===== config.mk =====
export PLATFORM = sky130hd
export DESIGN_NAME = fb_bus_capture
export DESIGN_NICKNAME = d
export VERILOG_FILES = /design/src/rtl/fb_pkg.sv /design/src/rtl/fb_wr_fifo.sv /design/src/rtl/fb_bus_capture.sv
export SDC_FILE = /design/constraint.sdc
export NUM_CORES = 1
export LEC_CHECK = 0
export ABC_AREA = 1
export BUFFER_PORTS_ARGS = -buffer_cell sky130_fd_sc_hd__buf_2
export CORE_AREA = 2 2 153 155
export DETAILED_ROUTE_END_ITERATION = 6
export DIE_AREA = 0 0 155 157
export HOLD_SLACK_MARGIN = 0.08
export MAX_ROUTING_LAYER = met4
export PLACE_DENSITY = 0.64
export SLEW_MARGIN = 20
export SYNTH_ARGS = -nofsm -noshare
export SYNTH_HDL_FRONTEND = slang
export SYNTH_SLANG_ARGS = --single-unit

===== constraint.sdc =====
create_clock -name Clk -period 12.1 [get_ports Clk]
set_input_delay 1.815 -clock Clk [delete_from_list [all_inputs] [get_ports Clk]]
set_output_delay 1.815 -clock Clk [all_outputs]
set_load 0.1 [all_outputs]

===== src/rtl/fb_pkg.sv =====
// Shared types and helpers for the framebuffer CPU-write capture path.
// Optional build macro used by this slice: FB_CAPTURE_COALESCE_EN.
package fb_pkg;

  localparam int FB_ADDR_W = 15;
  localparam int FB_DATA_W = 8;
  localparam int FB_BUS_AW = 16;

  typedef struct packed {
    logic [FB_ADDR_W-1:0] addr;
    logic [FB_DATA_W-1:0] data;
  } fb_wr_t;

  // Raw 6502 bus bundle as sampled in the pixel-clock domain.
  typedef struct packed {
    logic [FB_BUS_AW-1:0] addr;
    logic [FB_DATA_W-1:0] data;
    logic                 rw_n;
    logic                 sel;
  } fb_bus_t;

  function automatic logic fb_in_window(input logic [FB_BUS_AW-1:0] addr);
    return addr >= 16'h8000;
  endfunction

endpackage


===== src/rtl/fb_wr_fifo.sv =====
// Show-ahead write queue for captured CPU writes; head is registered.
// FB_CAPTURE_COALESCE_EN enables in-place overwrite of a same-address tail.
module fb_wr_fifo
  import fb_pkg::*;
#(
  parameter  int DEPTH = 4,
  localparam int PTR_W = $clog2(DEPTH),
  localparam int CNT_W = PTR_W + 1
) (
  input  logic             clk,
  input  logic             rst,
  input  logic             push,
  input  logic             pop,
  input  fb_wr_t           din,
  output fb_wr_t           head,
  output logic             full,
  output logic             empty,
  output logic [CNT_W-1:0] count,
  output logic             tail_ovw
);

  fb_wr_t           mem_q [DEPTH];
  fb_wr_t           mem_d [DEPTH];
  fb_wr_t           head_q;
  fb_wr_t           head_d;
  logic [PTR_W-1:0] wr_ptr_q;
  logic [PTR_W-1:0] wr_ptr_d;
  logic [PTR_W-1:0] rd_ptr_q;
  logic [PTR_W-1:0] rd_ptr_d;
  logic [PTR_W-1:0] tail_ptr;
  logic [CNT_W-1:0] count_q;
  logic [CNT_W-1:0] count_d;
  logic             pop_ok;
  logic             push_ok;
  logic             ovw;

  assign empty    = (count_q == '0);
  assign full     = (count_q == CNT_W'(DEPTH));
  assign tail_ptr = wr_ptr_q - 1'b1;
  assign pop_ok   = pop & ~empty;

`ifdef FB_CAPTURE_COALESCE_EN
  // A lone entry that is leaving this cycle cannot absorb the new write.
  assign ovw = push & ~empty & (mem_q[tail_ptr].addr == din.addr) &
               ~(pop_ok & (count_q == CNT_W'(1)));
`else
  assign ovw = 1'b0;
`endif

  assign push_ok = push & ~ovw & (~full | pop_ok);

  always_comb begin
    mem_d    = mem_q;
    wr_ptr_d = wr_ptr_q;
    rd_ptr_d = rd_ptr_q;
    if (ovw) begin
      mem_d[tail_ptr].data = din.data;
    end
    if (push_ok) begin
      mem_d[wr_ptr_q] = din;
      wr_ptr_d        = wr_ptr_q + 1'b1;
    end
    if (pop_ok) begin
      rd_ptr_d = rd_ptr_q + 1'b1;
    end
    count_d = count_q + CNT_W'(push_ok) - CNT_W'(pop_ok);
    // Head tracks the post-update queue so it is valid the cycle after a push.
    head_d  = (count_d != '0) ? mem_d[rd_ptr_d] : head_q;
  end

  for (genvar gi = 0; gi < DEPTH; gi++) begin : g_entry
    always_ff @(posedge clk or posedge rst) begin
      if (rst) begin
        mem_q[gi] <= '0;
      end else begin
        mem_q[gi] <= mem_d[gi];
      end
    end
  end

  always_ff @(posedge clk or posedge rst) begin
    if (rst) begin
      wr_ptr_q <= '0;
      rd_ptr_q <= '0;
      count_q  <= '0;
      head_q   <= '0;
    end else begin
      wr_ptr_q <= wr_ptr_d;
      rd_ptr_q <= rd_ptr_d;
      count_q  <= count_d;
      head_q   <= head_d;
    end
  end

  assign head     = head_q;
  assign count    = count_q;
  assign tail_ovw = ovw;

endmodule


===== src/rtl/fb_bus_capture.sv =====
// Captures completed 6502 writes into the framebuffer window and queues them.
// FB_CAPTURE_COALESCE_EN (in fb_wr_fifo) merges repeated writes to the tail address.
module fb_bus_capture
  import fb_pkg::*;
#(
  parameter  int DEPTH  = 4,
  parameter  int ADDR_W = 15,
  localparam int CNT_W  = $clog2(DEPTH) + 1
) (
  input  logic              Clk,
  input  logic              Reset,
  input  logic [15:0]       AddrPhys,
  input  logic [7:0]        DataIn,
  input  logic              Phi2,
  input  logic              RW_n,
  input  logic              AddrSel,
  output logic              WrValid,
  output logic [ADDR_W-1:0] WrAddr,
  output logic [7:0]        WrData,
  input  logic              WrReady,
  output logic              Overflow,
  input  logic              ClrOverflow,
  output logic [CNT_W-1:0]  Count
);

  localparam int SYNC_N = 3;

  logic [SYNC_N-1:0] phi_q;
  logic [SYNC_N-1:0] phi_d;
  fb_bus_t           bus_q [SYNC_N];
  fb_bus_t           bus_d [SYNC_N];
  fb_bus_t           bus_in;
  logic              overflow_q;
  logic              overflow_d;
  logic              fall;
  logic              commit;
  logic              pop;
  logic              drop;
  logic              fifo_full;
  logic              fifo_empty;
  logic              tail_ovw;
  fb_wr_t            wr_entry;
  fb_wr_t            head;
  logic              unused_bits;

  assign bus_in = '{addr: AddrPhys, data: DataIn, rw_n: RW_n, sel: AddrSel};

  // Bus bundle moves in lockstep with Phi2 so the last stage holds values
  // sampled while Phi2 was still high when the fall is seen.
  always_comb begin
    phi_d    = {phi_q[SYNC_N-2:0], Phi2};
    bus_d[0] = bus_in;
    for (int i = 1; i < SYNC_N; i++) begin
      bus_d[i] = bus_q[i-1];
    end
  end

  for (genvar gi = 0; gi < SYNC_N; gi++) begin : g_sync
    always_ff @(posedge Clk or posedge Reset) begin
      if (Reset) begin
        phi_q[gi] <= 1'b0;
        bus_q[gi] <= '0;
      end else begin
        phi_q[gi] <= phi_d[gi];
        bus_q[gi] <= bus_d[gi];
      end
    end
  end

  assign fall        = phi_q[2] & ~phi_q[1];
  assign commit      = fall & ~bus_q[2].rw_n & bus_q[2].sel;
  assign wr_entry    = '{addr: bus_q[2].addr[FB_ADDR_W-1:0], data: bus_q[2].data};
  assign unused_bits = bus_q[2].addr[FB_BUS_AW-1];

  assign WrValid = ~fifo_empty;
  assign pop     = WrValid & WrReady;
  assign drop    = commit & fifo_full & ~pop & ~tail_ovw;

  fb_wr_fifo #(
    .DEPTH (DEPTH)
  ) u_fifo (
    .clk      (Clk),
    .rst      (Reset),
    .push     (commit),
    .pop      (pop),
    .din      (wr_entry),
    .head     (head),
    .full     (fifo_full),
    .empty    (fifo_empty),
    .count    (Count),
    .tail_ovw (tail_ovw)
  );

  // Set wins over clear so a drop is never lost.
  always_comb begin
    overflow_d = overflow_q;
    if (ClrOverflow) begin
      overflow_d = 1'b0;
    end
    if (drop) begin
      overflow_d = 1'b1;
    end
  end

  always_ff @(posedge Clk or posedge Reset) begin
    if (Reset) begin
      overflow_q <= 1'b0;
    end else begin
      overflow_q <= overflow_d;
    end
  end

  assign Overflow = overflow_q;
  assign WrAddr   = ADDR_W'(head.addr);
  assign WrData   = head.data;

endmodule


After elaboration in Yosys (flattened, before gate mapping)
Index checks and enable logic that the tools add are counted.
{ "word_totals": {"elab_cells": 67, "reg_bits": 201} }
{ "op_classes": {"n_bitwise": 16, "order_cmp": 3, "n_eq_ne": 1, "n_reduce_logical": 4, "muxes": 10, "addsub": 4} }
{ "ops": {"columns": ["cell", "n"], "rows": [
  ["92-bit bitwise mux", 1],
  ["92-bit 2-to-1 mux", 1],
  ["23-bit 2-to-1 mux", 3],
  ["23-bit binary-select mux with 2-bit select", 1],
  ["23-bit demux with 2-bit select", 1],
  ["1-bit bitwise AND", 8],
  ["3-bit >= comparator (second input constant)", 2],
  ["2-bit inverter with 3-bit output", 2],
  ["1-bit inverter", 5],
  ["2-bit by 1-bit adder with 2-bit output (second input constant)", 2],
  ["3-bit by 1-bit adder with 3-bit output", 1],
  ["3-bit equality test (second input constant)", 1],
  ["3-bit logical NOT", 1],
  ["3-bit by 1-bit < comparator with 1-bit output (second input constant)", 1],
  ["3-bit nonzero test", 1],
  ["3-bit by 1-bit subtractor with 3-bit output", 1],
  ["1-bit 2-to-1 mux", 2],
  ["2-bit 2-to-1 mux", 1],
  ["2-bit nonzero test", 1],
  ["1-bit logical AND", 1],
  ["1-bit OR", 1]
]} }

Logic depth before layout (Yosys ltp)
{ "depth": {"ltp_word": 10, "mapped_depth": 15, "mapped_depth_nobuf": 14} }

Cells and area by module
From an unflattened synthesis, not the netlist that was laid out.
{ "unflattened": {"cells_unflattened": 1152, "hier_area_um2": 9058.7} }
{ "by_module_without_submodules": {"columns": ["mod", "n_inst", "area_each_um2", "cells_per_inst", "seq_area_each_um2"], "rows": [
  ["fb_wr_fifo", 1, 7016.7, 1057, 3052.9],
  ["fb_bus_capture", 1, 2042.0, 95, 1976.9]
]} }

Least setup slack after synthesis
OpenSTA, ideal clock, no wires.
{ "synth_timing": {"path_kind": "input port to flip-flop", "startpoint": "input port WrReady", "endpoint": "register u_fifo.head_q (netlist bit u_fifo.head[0])", "path_buffers": 2, "arrival_ns": 3.849, "path_slack_ns": 8.131, "required_time_ns": 11.980, "stages": 14, "setup_time_ns": 0.120, "path_cell_list": "nor2_1 nand2_1 nand2_2 buf_2 inv_1 ha_1 fa_1 xnor2_1 or2_1 nand3_1 inv_2 clkbuf_1 nand2_1 nand2_1"} }
{ "synth_between": {"elab_chain_len": 8} }
{ "synth_rtl": {"columns": ["element", "line", "source"], "rows": [
  ["start, declared", "fb_bus_capture.sv:20", "input logic WrReady,"],
  ["1-bit bitwise AND (*)", "fb_bus_capture.sv:76", "assign pop = WrValid & WrReady;"],
  ["1-bit bitwise AND (*)", "fb_wr_fifo.sv:40", "assign pop_ok = pop & ~empty;"],
  ["branches (longest 6 deep; another with 3-bit by 1-bit adder with 3-bit output)", null, null],
  ["end signal, assigned", "fb_wr_fifo.sv:86", "head_q <= '0;"],
  ["end signal, assigned", "fb_wr_fifo.sv:91", "head_q <= head_d;"],
  ["end, declared", "fb_wr_fifo.sv:24", "fb_wr_t head_q;"]
]} }
Mark *: on every way between the ends. The select of a mux whose other input is x is not followed.
A chain may end at the register's enable or synchronous reset.

Final worst setup path
{ "layout_timing": {"startpoint": "input port WrReady", "endpoint": "register u_fifo.head_q (netlist bit u_fifo.head[5])"} }
{ "layout_rtl": {"columns": ["element", "line", "source"], "rows": [
  ["1-bit bitwise AND (*)", "fb_bus_capture.sv:76", null],
  ["1-bit bitwise AND (*)", "fb_wr_fifo.sv:40", null],
  ["1-bit OR", "fb_wr_fifo.sv:50", "assign push_ok = push & ~ovw & (~full | pop_ok);"],
  ["1-bit bitwise AND", "fb_wr_fifo.sv:50", null],
  ["3-bit by 1-bit adder with 3-bit output", "fb_wr_fifo.sv:66", "count_d = count_q + CNT_W'(push_ok) - CNT_W'(pop_ok);"],
  ["3-bit by 1-bit subtractor with 3-bit output (*)", "fb_wr_fifo.sv:66", null],
  ["named net u_fifo.count_d[1]", "fb_wr_fifo.sv:32", "logic [CNT_W-1:0] count_d;"],
  ["3-bit nonzero test (*)", "fb_wr_fifo.sv:68", "head_d = (count_d != '0) ? mem_d[rd_ptr_d] : head_q;"]
]} }
Mark *: on every way through the listed nets, which the timed path passes. The rest lies on a longest branch. The select of a mux whose other input is x is not followed.

==> results.md <==
* Status: completed
* Post-CTS Setup Bufs at 0
* Starting Density at between 30% and 40%
* Setup TNS at 0 ns
* Final hold vios at 0
* DP Wirelength at roughly 12000 um
* Vias in the first global route at ~7200
* Initial antenna violation count at 0
* Die X-Extent at approximately 160 um
* Min-delay worst type: flop to flop
* Post-layout min period at 4.956 ns
* Detail Route Antenna Nets at 0
* FF+latch area at 5030 sq um
* Largest net degree at the start of global routing at ~140
* Layout area overhead at 12.65%
* # IOs at slightly below 60
* Worst EP arrival at 5.39 ns
* DRT Pass-1 Iters at 5
* Crit path launch type: input port
* CP max stage cell: buf_4
* Total GRT Usage at between 15 and 20%
* Register area share after synthesis at 56.51%
* GPL Wtd Cong at 0.7650
* FF+latch count, synth at 201
* Rows at 55
* Max VDD drop at about 0.14 mV
* Post-Syn Nets at roughly 1200
* Clk_lat worst skew at 0.50 ns
* TritonCTS clock tree: done
* Pins Over Slew Limit at 0
* Worst hold stages at 0
* Area of the multi-input gates at about 3400 sq um
* First-pass GRT wire length at 37340 um
* H-tree lvl count at 1
* Critical path data required time at between 10 and 15 ns
* Cells along the critical path: buf_2, nor2_1, nand2_2, buf_4, nand2_2, inv_1, ha_1, fa_1, nor2_1, nand3_1, inv_2, nand2_1, nand2_1
* Power Dens Cells at around 270 nW/um^2
* Layout cells sized above 1 at about a tenth
* Pre-CTS WS at about 6.6 ns
* Max-cap check violation count at 0
* Layout Utilization at between 40 and 50%
* Crit path max fanout at 92
* Setup Skew at ~0.012 ns
* Via count at between 7000 and 8000
* CTS root buffer: clkbuf_16
* Clk pin slew, worst setup/hold paths at around 0.060 ns
* Leakage power at about 0.0057 uW
* Routed WL at roughly 23000 um
* # hold bufs at CTS at 0
* Reg2Reg Setup Slack at just over 8 ns
* Min setup slack post-route at between 7 and 8 ns
* RSZ-0062 raised after global routing: false
* Syn_area_per_cell at roughly 8 sq um
* Tightest Pin Transition at around 1.1 ns
* Final Setup Violations at 0
* Yosys cell types at 25
* Slew HR at around a quarter
* Worst R2R Start: u_fifo.count[2]$_DFF_PP0_
* R2r worst-path depth at 13
* Mapped cell area at a little under 9000 sq um
* CP peak stage delay at between 0.7 and 0.8 ns
* TritonCTS Sinks at 201
* Placed Cells at 1428
* Ys Warns at 0
* Die Y at 157 um
* DIE AREA at 24340 sq um
* IO buf count at 57
* Drt initial violations at between 600 and 700
* Hold wc startpoint: bus_d[47]$_DFF_PP0_
* # fillers at between 2000 and 2500
* Critical Setup Path Class: input port to flop
* FF-to-FF End: u_fifo.head[5]$_DFFE_PP0P_
* Worst hold endpoint: bus_d[21]$_DFF_PP0_
* Core area at 22500 sq um
* Final period util at about two fifths
* CP endpoint kind: flop
* Max Clock Freq at between 200 and 250 MHz
* Drt wl/cell at ~15 um
* CTS max path bufs at 3
* Vias per cell at 4.936
* Syn Inst Count at approximately 1100
* Ant diodes at 0
* TritonCTS Buffers at 22
* NumNets Final at about 1200
* Residual DRC count at 0
* Number of cells upsized or downsized after cts at 0
* GR Overflow Total at 0
* Non-filler instance count after layout at 1467
## sequential cells by signal (all words and copies together) (netlist names)
register / count
bus_q: 25
u_fifo.head: 23
u_fifo.rd_ptr_q: 2
u_fifo.wr_ptr_q: 2
u_fifo.count: 3
phi_d: 2
bus_d: 50
u_fifo.mem_q: 92
phi_q: 1
Overflow: 1
## critical path, delay by kind of cell
kind / cells / cell delay [ns]
and+or+nand+nor: 7 / 1.22
adders and majority gates: 2 / 0.61
buffers and inverters: 4 / 1.72
## stage by stage
stage | area (sq um) | hold WS, ns | total power, uW
6_report | 10030 | 0.3448 | 2732
5_1_grt | 10030 | 0.3512 | 2934
4_1_cts | 10000 | 0.3472 | 2754
3_5_place_dp | 9274 | 0.3347 | 2074
3_3_place_gp | 9274 | 0.3332 | 2044
2_1_floorplan | 8901 | 0.3312 | 1806
## logic make-up (layout without fill, tap and decap cells)
| family | after synthesis | in the layout | share of synthesized area (%) |
|---|---|---|---|
| flip-flops | 201 | 201 | 56.51 |
| AO/OA/AOI/OAI | 8 | 8 | 0.5623 |
| adder cells (fa/ha/maj) | 6 | 6 | 0.9278 |
| buffers and inverters | 83 | 127 | 4.906 |
| XOR/XNOR | 3 | 3 | 0.2952 |
| AND/OR/NAND/NOR | 837 | 837 | 36.80 |
## power breakdown
group / leakage (uW) / internal (uW) / switching (uW)
Clock: 0.000367 / 402 / 264
Sequential: 0.00253 / 835 / 85.2
Combinational: 0.00278 / 260 / 886
## layout by cell type, fill, tap and decap left out, types with 5 or more instances in the layout
master | Yosys | final
ha_1 | 5 | 5
clkbuf_8 | 0 | 6
dfrtp_1 | 201 | 201
buf_2 | 40 | 57
nand2_1 | 736 | 735
inv_1 | 11 | 10
inv_2 | 9 | 9
clkbuf_16 | 0 | 23
buf_4 | 10 | 11
clkinv_2 | 0 | 6
nand3_1 | 95 | 95
## metal layers
| layer | part of all wire [%] | wire length, um | GRT usage (%) | vias to the layer above |
|---|---|---|---|---|
| met3 | 5.3 | 1203 | 2.588 | 44 |
| met5 | 0 | 0 | - | - |
| met4 | 3.0 | 665 | 6.393 | 0 |
| met2 | 49 | 10970 | 32.49 | 179 |
| li1 | - | - | - | 3537 |
| met1 | 43 | 9680 | 25.36 | 3481 |
## cell usage after synthesis (all sizes together)
cell type | n | area (sq um)
ha | 5 | 62.56
or2 | 1 | 6.260
buf | 58 | 342.8
o32ai | 1 | 8.760
o21ai | 5 | 28.78
dfrtp | 201 | 5030
fa | 1 | 20.02
inv | 20 | 75.07
xnor2 | 2 | 17.52
nand2 | 737 | 2769
nor2 | 4 | 25.03
a21boi | 1 | 7.510
clkbuf | 5 | 18.77
a21oi | 1 | 5.000
nand3 | 95 | 475.5
xor2 | 1 | 8.760
## how the worst max path moves through the flow
stage                  from                     endpoint  slack, ns  depth (start not counted)
floorplan             Reset         Overflow$_DFFE_PP0P_       4.80                          1
CTS                 WrReady   u_fifo.head[5]$_DFFE_PP0P_       7.07                         13
finish              WrReady   u_fifo.head[5]$_DFFE_PP0P_       7.14                         13
global placement    WrReady  u_fifo.head[14]$_DFFE_PP0P_       6.58                         13
detailed placement  WrReady   u_fifo.head[5]$_DFFE_PP0P_       6.57                         13
global route        WrReady  u_fifo.head[14]$_DFFE_PP0P_       6.66                         13
## cell type report
class                           instances  share of cell area (%)
Clock inverter                          7                  0.5990
Tap cell                              285                   3.556
Clock buffer                           31                   6.638
Multi-Input combinational cell        854                   34.28
Timing Repair Buffer                   69                   3.943
Sequential cell                       201                   50.16
Inverter                               20                  0.8236
Note: power is estimated with default switching activity, not from simulation.
